## src/rtl/arm_pipe_pkg.sv

```systemverilog
// Shared definitions for the ARM pipeline stage registers: control-bit indices
// and the occupancy state used by the skid-buffered stage register.
package arm_pipe_pkg;

    localparam int CTRL_WB_EN  = 0;
    localparam int CTRL_MEM_R  = 1;
    localparam int CTRL_MEM_W  = 2;
    localparam int PIPE_CTRL_W = 3;

    typedef enum logic [1:0] {
        EMPTY = 2'd0,
        ONE   = 2'd1,
        FULL  = 2'd2
    } occ_state_t;

endpackage

```

## src/rtl/pipe_slot.sv

```systemverilog
// One pipeline entry: valid flag plus ctrl/dest/alu/val_rm payload.
// Clear wins over load, so a squashed entry never becomes valid.
module pipe_slot
    import arm_pipe_pkg::*;
#(
    parameter int DATA_W = 32,
    parameter int DEST_W = 4,
    parameter int CTRL_W = PIPE_CTRL_W
) (
    input  logic              clk,
    input  logic              rst,
    input  logic              load,
    input  logic              clear,
    input  logic [CTRL_W-1:0] d_ctrl,
    input  logic [DEST_W-1:0] d_dest,
    input  logic [DATA_W-1:0] d_alu,
    input  logic [DATA_W-1:0] d_val_rm,
    output logic              valid,
    output logic [CTRL_W-1:0] ctrl,
    output logic [DEST_W-1:0] dest,
    output logic [DATA_W-1:0] alu,
    output logic [DATA_W-1:0] val_rm
);

    always_ff @(posedge clk or posedge rst) begin
        if (rst) begin
            valid  <= 1'b0;
            ctrl   <= '0;
            dest   <= '0;
            alu    <= '0;
            val_rm <= '0;
        end else begin
            if (clear)
                valid <= 1'b0;
            else if (load)
                valid <= 1'b1;
            if (load && !clear) begin
                ctrl   <= d_ctrl;
                dest   <= d_dest;
                alu    <= d_alu;
                val_rm <= d_val_rm;
            end
        end
    end

endmodule

```

## src/rtl/exe_mem_pipe_reg.sv

```systemverilog
// EXE->MEM stage register with valid/ready handshake, optional skid entry,
// synchronous flush and masking of control bits on empty slots.
module exe_mem_pipe_reg
    import arm_pipe_pkg::*;
#(
    parameter int DATA_W  = 32,
    parameter int DEST_W  = 4,
    parameter int CTRL_W  = PIPE_CTRL_W,
    parameter bit SKID_EN = 1'b1
) (
    input  logic              clk,
    input  logic              rst,
    input  logic              flush,
    input  logic              in_valid,
    output logic              in_ready,
    input  logic [CTRL_W-1:0] in_ctrl,
    input  logic [DEST_W-1:0] in_dest,
    input  logic [DATA_W-1:0] in_alu,
    input  logic [DATA_W-1:0] in_val_rm,
    output logic              out_valid,
    input  logic              out_ready,
    output logic [CTRL_W-1:0] out_ctrl,
    output logic [DEST_W-1:0] out_dest,
    output logic [DATA_W-1:0] out_alu,
    output logic [DATA_W-1:0] out_val_rm
);

    logic              accept;
    logic              fire;
    logic              main_load;
    logic              main_clear;
    logic [CTRL_W-1:0] main_d_ctrl;
    logic [DEST_W-1:0] main_d_dest;
    logic [DATA_W-1:0] main_d_alu;
    logic [DATA_W-1:0] main_d_val_rm;
    logic [CTRL_W-1:0] main_ctrl;

    assign accept     = in_valid & in_ready;
    assign fire       = out_valid & out_ready;
    assign main_clear = flush | (fire & ~main_load);

    pipe_slot #(.DATA_W(DATA_W), .DEST_W(DEST_W), .CTRL_W(CTRL_W)) u_main (
        .clk      (clk),
        .rst      (rst),
        .load     (main_load),
        .clear    (main_clear),
        .d_ctrl   (main_d_ctrl),
        .d_dest   (main_d_dest),
        .d_alu    (main_d_alu),
        .d_val_rm (main_d_val_rm),
        .valid    (out_valid),
        .ctrl     (main_ctrl),
        .dest     (out_dest),
        .alu      (out_alu),
        .val_rm   (out_val_rm)
    );

    // An empty or squashed slot must never write memory or the register file
    assign out_ctrl = main_ctrl & {CTRL_W{out_valid}};

    generate
        if (SKID_EN) begin : g_skid
            occ_state_t        state;
            occ_state_t        next_state;
            logic              ready_q;
            logic              skid_load;
            logic              skid_clear;
            logic              skid_valid;
            logic [CTRL_W-1:0] skid_ctrl;
            logic [DEST_W-1:0] skid_dest;
            logic [DATA_W-1:0] skid_alu;
            logic [DATA_W-1:0] skid_val_rm;

            assign in_ready   = ready_q;
            assign skid_load  = (state == ONE) & accept & ~fire;
            assign skid_clear = flush | (skid_valid & fire);
            assign main_load  = ((state == EMPTY) & accept)
                              | ((state == ONE) & accept & fire)
                              | ((state == FULL) & fire);

            // The skid entry only refills main, so FIFO order is preserved
            assign main_d_ctrl   = skid_valid ? skid_ctrl   : in_ctrl;
            assign main_d_dest   = skid_valid ? skid_dest   : in_dest;
            assign main_d_alu    = skid_valid ? skid_alu    : in_alu;
            assign main_d_val_rm = skid_valid ? skid_val_rm : in_val_rm;

            always_comb begin
                next_state = state;
                case (state)
                    EMPTY:   if (accept) next_state = ONE;
                    ONE: begin
                        if (accept && !fire)
                            next_state = FULL;
                        else if (!accept && fire)
                            next_state = EMPTY;
                    end
                    FULL:    if (fire) next_state = ONE;
                    default: next_state = EMPTY;
                endcase
                if (flush)
                    next_state = EMPTY;
            end

            // in_ready is registered so EXE never sees a combinational path from MEM
            always_ff @(posedge clk or posedge rst) begin
                if (rst) begin
                    state   <= EMPTY;
                    ready_q <= 1'b1;
                end else begin
                    state   <= next_state;
                    ready_q <= (next_state != FULL);
                end
            end

            pipe_slot #(.DATA_W(DATA_W), .DEST_W(DEST_W), .CTRL_W(CTRL_W)) u_skid (
                .clk      (clk),
                .rst      (rst),
                .load     (skid_load),
                .clear    (skid_clear),
                .d_ctrl   (in_ctrl),
                .d_dest   (in_dest),
                .d_alu    (in_alu),
                .d_val_rm (in_val_rm),
                .valid    (skid_valid),
                .ctrl     (skid_ctrl),
                .dest     (skid_dest),
                .alu      (skid_alu),
                .val_rm   (skid_val_rm)
            );
        end else begin : g_single
            assign in_ready      = out_ready | ~out_valid;
            assign main_load     = accept;
            assign main_d_ctrl   = in_ctrl;
            assign main_d_dest   = in_dest;
            assign main_d_alu    = in_alu;
            assign main_d_val_rm = in_val_rm;
        end
    endgenerate

endmodule
```

## config.mk

```make
export PLATFORM = sky130hd
export DESIGN_NAME = exe_mem_pipe_reg
export DESIGN_NICKNAME = d
export VERILOG_FILES = /design/src/rtl/arm_pipe_pkg.sv /design/src/rtl/pipe_slot.sv /design/src/rtl/exe_mem_pipe_reg.sv
export SDC_FILE = /design/constraint.sdc
export NUM_CORES = 1
export LEC_CHECK = 0
export ABC_CLOCK_PERIOD_IN_PS = 7790
export BUFFER_PORTS_ARGS = -buffer_cell sky130_fd_sc_hd__buf_4
export CAP_MARGIN = 20
export CORE_MARGIN = 5
export CORE_UTILIZATION = 59
export DETAILED_ROUTE_END_ITERATION = 7
export PLACE_DENSITY = 0.92
export SETUP_SLACK_MARGIN = 0.3
export SLEW_MARGIN = 20
export SYNTH_ARGS = -nofsm -noshare
export SYNTH_HDL_FRONTEND = slang
export SYNTH_SLANG_ARGS = --single-unit
```

## constraint.sdc

```tcl
create_clock -name clk -period 7.79 [get_ports clk]
set_input_delay 0.3895 -clock clk [delete_from_list [all_inputs] [get_ports clk]]
set_output_delay 0.3895 -clock clk [all_outputs]
set_load 0.02 [all_outputs]
```

==> results of run 1 <==
==> final cells by class <==
type | count | area [sq um]
multi-input combinational | 381 | 2880
tap | 143 | 179
timing repair buffer | 155 | 1170
inverter | 1 | 8.76
fill | 721 | 2810
clock inverter | 10 | 181
clock buffer | 20 | 457
sequential | 147 | 3680
==> sequential cells by signal (all words and copies together) (netlist names), 2 cells and up <==
name,flops
g_skid.u_skid.alu,32
g_skid.u_skid.val_rm,32
u_main.alu,32
u_main.val_rm,32
g_skid.u_skid.dest,4
u_main.dest,4
g_skid.u_skid.ctrl,3
u_main.ctrl,3
g_skid.state,2
==> how the worst min path moves through the flow <==
stage	endpoint	cells after the start	slack [ps]	start
after global routing	u_main.val_rm[29]$_DFFE_PP0P_	2	110	rst
after floorplan	g_skid.u_skid.alu[23]$_DFFE_PP0P_	1	470	g_skid.u_skid.alu[23]$_DFFE_PP0P_
after detailed placement	g_skid.u_skid.alu[23]$_DFFE_PP0P_	1	480	g_skid.u_skid.alu[23]$_DFFE_PP0P_
final	g_skid.u_skid.val_rm[26]$_DFFE_PP0P_	2	50	rst
after global placement	g_skid.u_skid.val_rm[18]$_DFFE_PP0P_	1	470	g_skid.u_skid.val_rm[18]$_DFFE_PP0P_
after CTS	u_main.val_rm[29]$_DFFE_PP0P_	2	70	rst
==> logic make-up after synthesis <==
family	after synthesis
AO/OA/AOI/OAI	222
flip-flops	147
AND/OR/NAND/NOR	86
multiplexers	73
buffers and inverters	65
==> critical path, cell delays in order (launching register included) <==
cell and delay, ps:
dfrtp_1 530, nand2_1 230, o211ai_4 640, buf_4 590, a22oi_1 170
==> power breakdown <==
group,internal (mW),leakage [nW],switching (mW),total [mW]
Sequential,1.09,1.69,0.207,1.30
Clock,0.581,0.312,0.299,0.879
Combinational,0.466,1.70,0.486,0.952
==> layer usage <==
| metal | routed length, microns | share of wire |
|---|---|---|
| met1 | 6850 | 0.40 |
| met2 | 8710 | 0.51 |
| met3 | 1140 | 0.066 |
| met4 | 509 | 0.030 |
| met5 | 0 | 0 |
==> cells in the final DEF, fill, tap and decap left out <==
cell type   instances
mux2i_1             2
nand4b_1            1
or3_1               1
dfstp_2             1
nand4b_4            1
bufinv_16           5
nor3_1              1
and2_1              4
clkbuf_16          17
and3b_2             2
a211oi_1           72
nand2_1             3
a22oi_1            71
dfrtp_4             1
clkbuf_1            1
a21o_2              1
o21ba_2             1
nand4bb_1           1
o211ai_4            1
inv_6               1
mux2_2             65
dfrtp_1           145
a21oi_1            73
buf_6               1
clkbuf_8            2
clkinvlp_4          1
nor2b_1            71
buf_4             154
clkinv_2            3
mux2_1              6
nand3b_1            1
o31ai_1             1
a21boi_0            2
clkinv_4            1
==> reports/metrics.yaml, run 1 <==
skew_ps: 14.5
nNetsFinal: 779
worst_slew_pin_slew_ps: 954
outcome: "complete, no violations"
hold_class: "in -> async"
diodes: 0
rsz0062_at_grt: "no"
place_hpwl_microns: 10500
dpl-instance-area_sq_um: 7920
insertion_delay_ps: 410
die-area_sq_um: 13800
synth_top_area_share: 0.537
layout-drive-gt1-share: 0.361
top_level_ports: 149
worstSetupStartpoint: "u_main.valid$_DFFE_PP0P_"
cp.required_ps: 8030
grt_util_all_layers: 0.251
crit_type: "reg -> reg"
area_delta_synth_final_pct: 25.7
synth_area_sq_um: 6810
yosys_warnings: 0
synth_area_leaders: "dfrtp_1 54%, mux2_2 11%, a211oi_1 7.9%, a22oi_1 7.8%, nor2b_1 6.5%"
fin_crit_sh: 0.300
post_drt_wl_per_cell_microns: 20.1
clock_path_buffers: 2
grt-busiest-layer: "met2"
grt_pass1_vias: 5575
timing.rr.end: "u_main.alu[2]$_DFFE_PP0P_"
slew_viol_final: 0
reg2reg_from: "u_main.valid$_DFFE_PP0P_"
final_area_sq_um: 8560
post-place-ws_ps: 5180
cts_buffers: 17
dr_total_vias: 5348
max-cap-violations: 0
synth_area_per_cell_sq_um: 11.5
p_leak_nw: 3.70
synth_simple_gate_area_frac: 0.0811
cts_root_buf: "clkbuf_16"
cts_tree: "yes"
synthMuxAreaShare: 0.120
num_rows: 39
crit_path_end: "u_main.alu[2]$_DFFE_PP0P_"
vdd_drop_max_mv: 0.203
synth_top_family_by_area: "compound AO/OA/AOI/OAI gates"
grt.met3_usage: 0.0592
synth_edf_count: 0
crit_path_end_kind: "register"
overflow: 0
synth_adder_area_share: 0
ys_ff_latch: 147
postSynthCellCount: 593
async_reset_ff_frac: 1.00
htreeDepth: 4
reg2regPathDepth: 4
io_buffers: 148
grt_first_pass_wirelength_microns: 28600
cp_max_fo: 49
core_sq_um: 11400
fin_hold_ws_ps: 48.1
instances_no_fill: 857
final_util: 0.753
cts_resized: 0
max_freq_ghz: 0.428
synth_commonest_cells: "146 x dfrtp_1, 73 x a21oi_1, 72 x a211oi_1"
power_density_nw_per_um2: 365
die_y_microns: 117
first_iter_violations: 366
max-slew-margin-rel: 0.364
worst_setup_path_start_kind: "register"
gp_congestion: 0.771
yosysUniqueCellTypes: 28
gr-usage-met1: 0.328
r2r_slack_ps: 5450
cp_data_arrival_time_ps: 2580
post-place-cells: 827
wl_microns: 17200
path_clk_slew_ps: 60
numClockSinks: 147
yosysTopAreaCell: "dfrtp_1"
final.setup.worst_slack_ps: 5450
hold_buffers: 0
synthXorXnorAreaFrac: 0
firstDrtPassIters: 5
synth.most_common_cell: "dfrtp_1"
routed_via_density: 6.24
finalHoldViolCount: 0
synth_ff_type: "dfrtp_1"
yosysSeqAreaShare: 0.541
finalSetupTns_ps: 0
ant_nets: 0
cts_setup_buffers: 0
finalSetupViolations: 0
grt_start_max_net_pins: 83
synth-compound-area-share: 0.219
remaining_drc_errors: 0
antenna_found_initial: 0
initial_core_util: 0.599
period_needed_ps: 2340
met2_usage: 0.402
power.total_mw: 3.13
die_width_microns: 117
synth_nets: 669
(Power assumes the default switching activity.)
==> run 2, diff against run 1 <==
--- a/config.mk
+++ b/config.mk
@@ -5,13 +5,13 @@
 export SDC_FILE = /design/constraint.sdc
 export NUM_CORES = 1
 export LEC_CHECK = 0
-export ABC_CLOCK_PERIOD_IN_PS = 7790
+export ABC_CLOCK_PERIOD_IN_PS = 2400
 export BUFFER_PORTS_ARGS = -buffer_cell sky130_fd_sc_hd__buf_4
 export CAP_MARGIN = 20
 export CORE_MARGIN = 5
-export CORE_UTILIZATION = 59
+export CORE_UTILIZATION = 55
 export DETAILED_ROUTE_END_ITERATION = 7
-export PLACE_DENSITY = 0.92
+export PLACE_DENSITY = 0.87
 export SETUP_SLACK_MARGIN = 0.3
 export SLEW_MARGIN = 20
 export SYNTH_ARGS = -nofsm -noshare
==> constraint.sdc (replaced) <==
create_clock -name clk -period 2.4 [get_ports clk]
set_input_delay 0.12 -clock clk [delete_from_list [all_inputs] [get_ports clk]]
set_output_delay 0.12 -clock clk [all_outputs]
set_load 0.02 [all_outputs]
==> reports/metrics.yaml, run 2 (same netlist as run 1, synthesis figures left out) <==
dr_total_vias: 5720
htreeDepth: 4
max_freq_ghz: 0.510
outcome: "complete, no violations"
initial_core_util: 0.564
crit_path_end_kind: "register"
hold_class: "in -> reg"
firstDrtPassIters: 7
remaining_drc_errors: 0
final_cell_mix: "159 x buf_4, 145 x dfrtp_1, 73 x a21oi_1, 72 x a211oi_1, 72 x dlygate4sd3_1"
clock_path_buffers: 2
rsz0062_at_grt: "no"
register_area_sq_um: 3680
period_needed_ps: 1960
cp_data_arrival_time_ps: 2230
cts_buffers: 17
nNetsFinal: 859
cts_resized: 0
die_width_microns: 121
max-slew-margin-rel: 0.462
die-area_sq_um: 14700
post_drt_wl_per_cell_microns: 19.5
area_delta_synth_final_pct: 37.3
skew_ps: 6.89
wl_microns: 18800
io_buffers: 148
path_clk_slew_ps: 60
grt_pass1_vias: 5977
vdd_drop_max_mv: 0.571
layout-drive-gt1-share: 0.330
hold_buffers: 72
finalSetupTns_ps: 0
insertion_delay_ps: 410
grt_util_all_layers: 0.263
p_leak_nw: 4.02
finalHoldViolCount: 0
multi_input_area_sq_um: 2880
routed_via_density: 5.93
cts_tree: "yes"
fin_crit_sh: 0.816
ant_nets: 0
cts_root_buf: "clkbuf_16"
die_y_microns: 121
num_rows: 40
crit_type: "reg -> reg"
max-cap-violations: 0
core_sq_um: 12100
place_hpwl_microns: 11000
grt_start_max_net_pins: 148
cts_setup_buffers: 0
worst_setup_path_start_kind: "register"
cp_max_fo: 41
first_iter_violations: 562
grt_first_pass_wirelength_microns: 30400
fin_hold_ws_ps: 116
top_level_ports: 149
cp.required_ps: 2670
overflow: 0
layout_commonest_cell: "buf_4"
power_density_nw_per_um2: 1070
slew_viol_final: 0
numClockSinks: 147
finalSetupViolations: 0
antenna_found_initial: 1
worst_slew_pin_slew_ps: 806
n_fill_cell: 726
gp_congestion: 0.774
## run 2: routing by layer
layer,GRT usage,vias to the layer above,wire (microns)
met5,0,-,0
li1,-,2593,-
met4,0.113,0,549
met3,0.0536,46,858
met2,0.463,220,10000
met1,0.313,2861,7390
## run 2: per-stage QoR
step | instances | utilization | power (mW) | instance area (sq um) | setup WS (ps)
2_1_floorplan | 593 | - | 6.02 | 6810 | 434
3_3_place_gp | 860 | 0.668 | 7.14 | 8060 | 592
3_5_place_dp | 860 | 0.668 | 7.34 | 8060 | 498
4_1_cts | 964 | 0.774 | 9.96 | 9340 | 455
5_1_grt | 965 | 0.775 | 10.5 | 9340 | 358
6_report | 965 | 0.775 | 9.98 | 9340 | 441
## run 2: layout make-up
| type | count | area share |
|---|---|---|
| antenna | 1 | 0.000268 |
| clock buffer | 28 | 0.0553 |
| clock inverter | 4 | 0.00482 |
| inverter | 1 | 0.000803 |
| multi-input combinational | 381 | 0.309 |
| sequential | 147 | 0.394 |
| tap | 168 | 0.0225 |
| timing repair buffer | 235 | 0.213 |
## run 2: final timing paths
path | depth (start not counted) | end | slack [ps] | start
worst max-delay path | 4 | u_main.alu[6]$_DFFE_PP0P_ | 440 | g_skid.state[0]$_DFF_PP0_
worst min-delay path | 3 | u_main.valid$_DFFE_PP0P_ | 120 | out_ready
worst max register to register | 4 | u_main.alu[6]$_DFFE_PP0P_ | 440 | g_skid.state[0]$_DFF_PP0_
worst min register to register | 1 | g_skid.u_skid.val_rm[18]$_DFFE_PP0P_ | 500 | g_skid.u_skid.val_rm[18]$_DFFE_PP0P_
max in group asynchronous | 4 | g_skid.u_skid.valid$_DFFE_PP0P_ | 1230 | rst
min in group asynchronous | 4 | g_skid.u_skid.dest[0]$_DFFE_PP0P_ | 470 | rst
## run 2: power by group
part           total (mW)  internal, mW  switching [mW]
Combinational        3.25          1.62            1.64
Clock                2.52          1.56           0.961
Sequential           4.20          3.53           0.667
## run 2: worst max-delay path: stages, from the launching register on
cell and delay (ps):
dfrtp_1 500, nand4bb_1 260, a21o_2 600, buf_12 300
a22oi_1 140
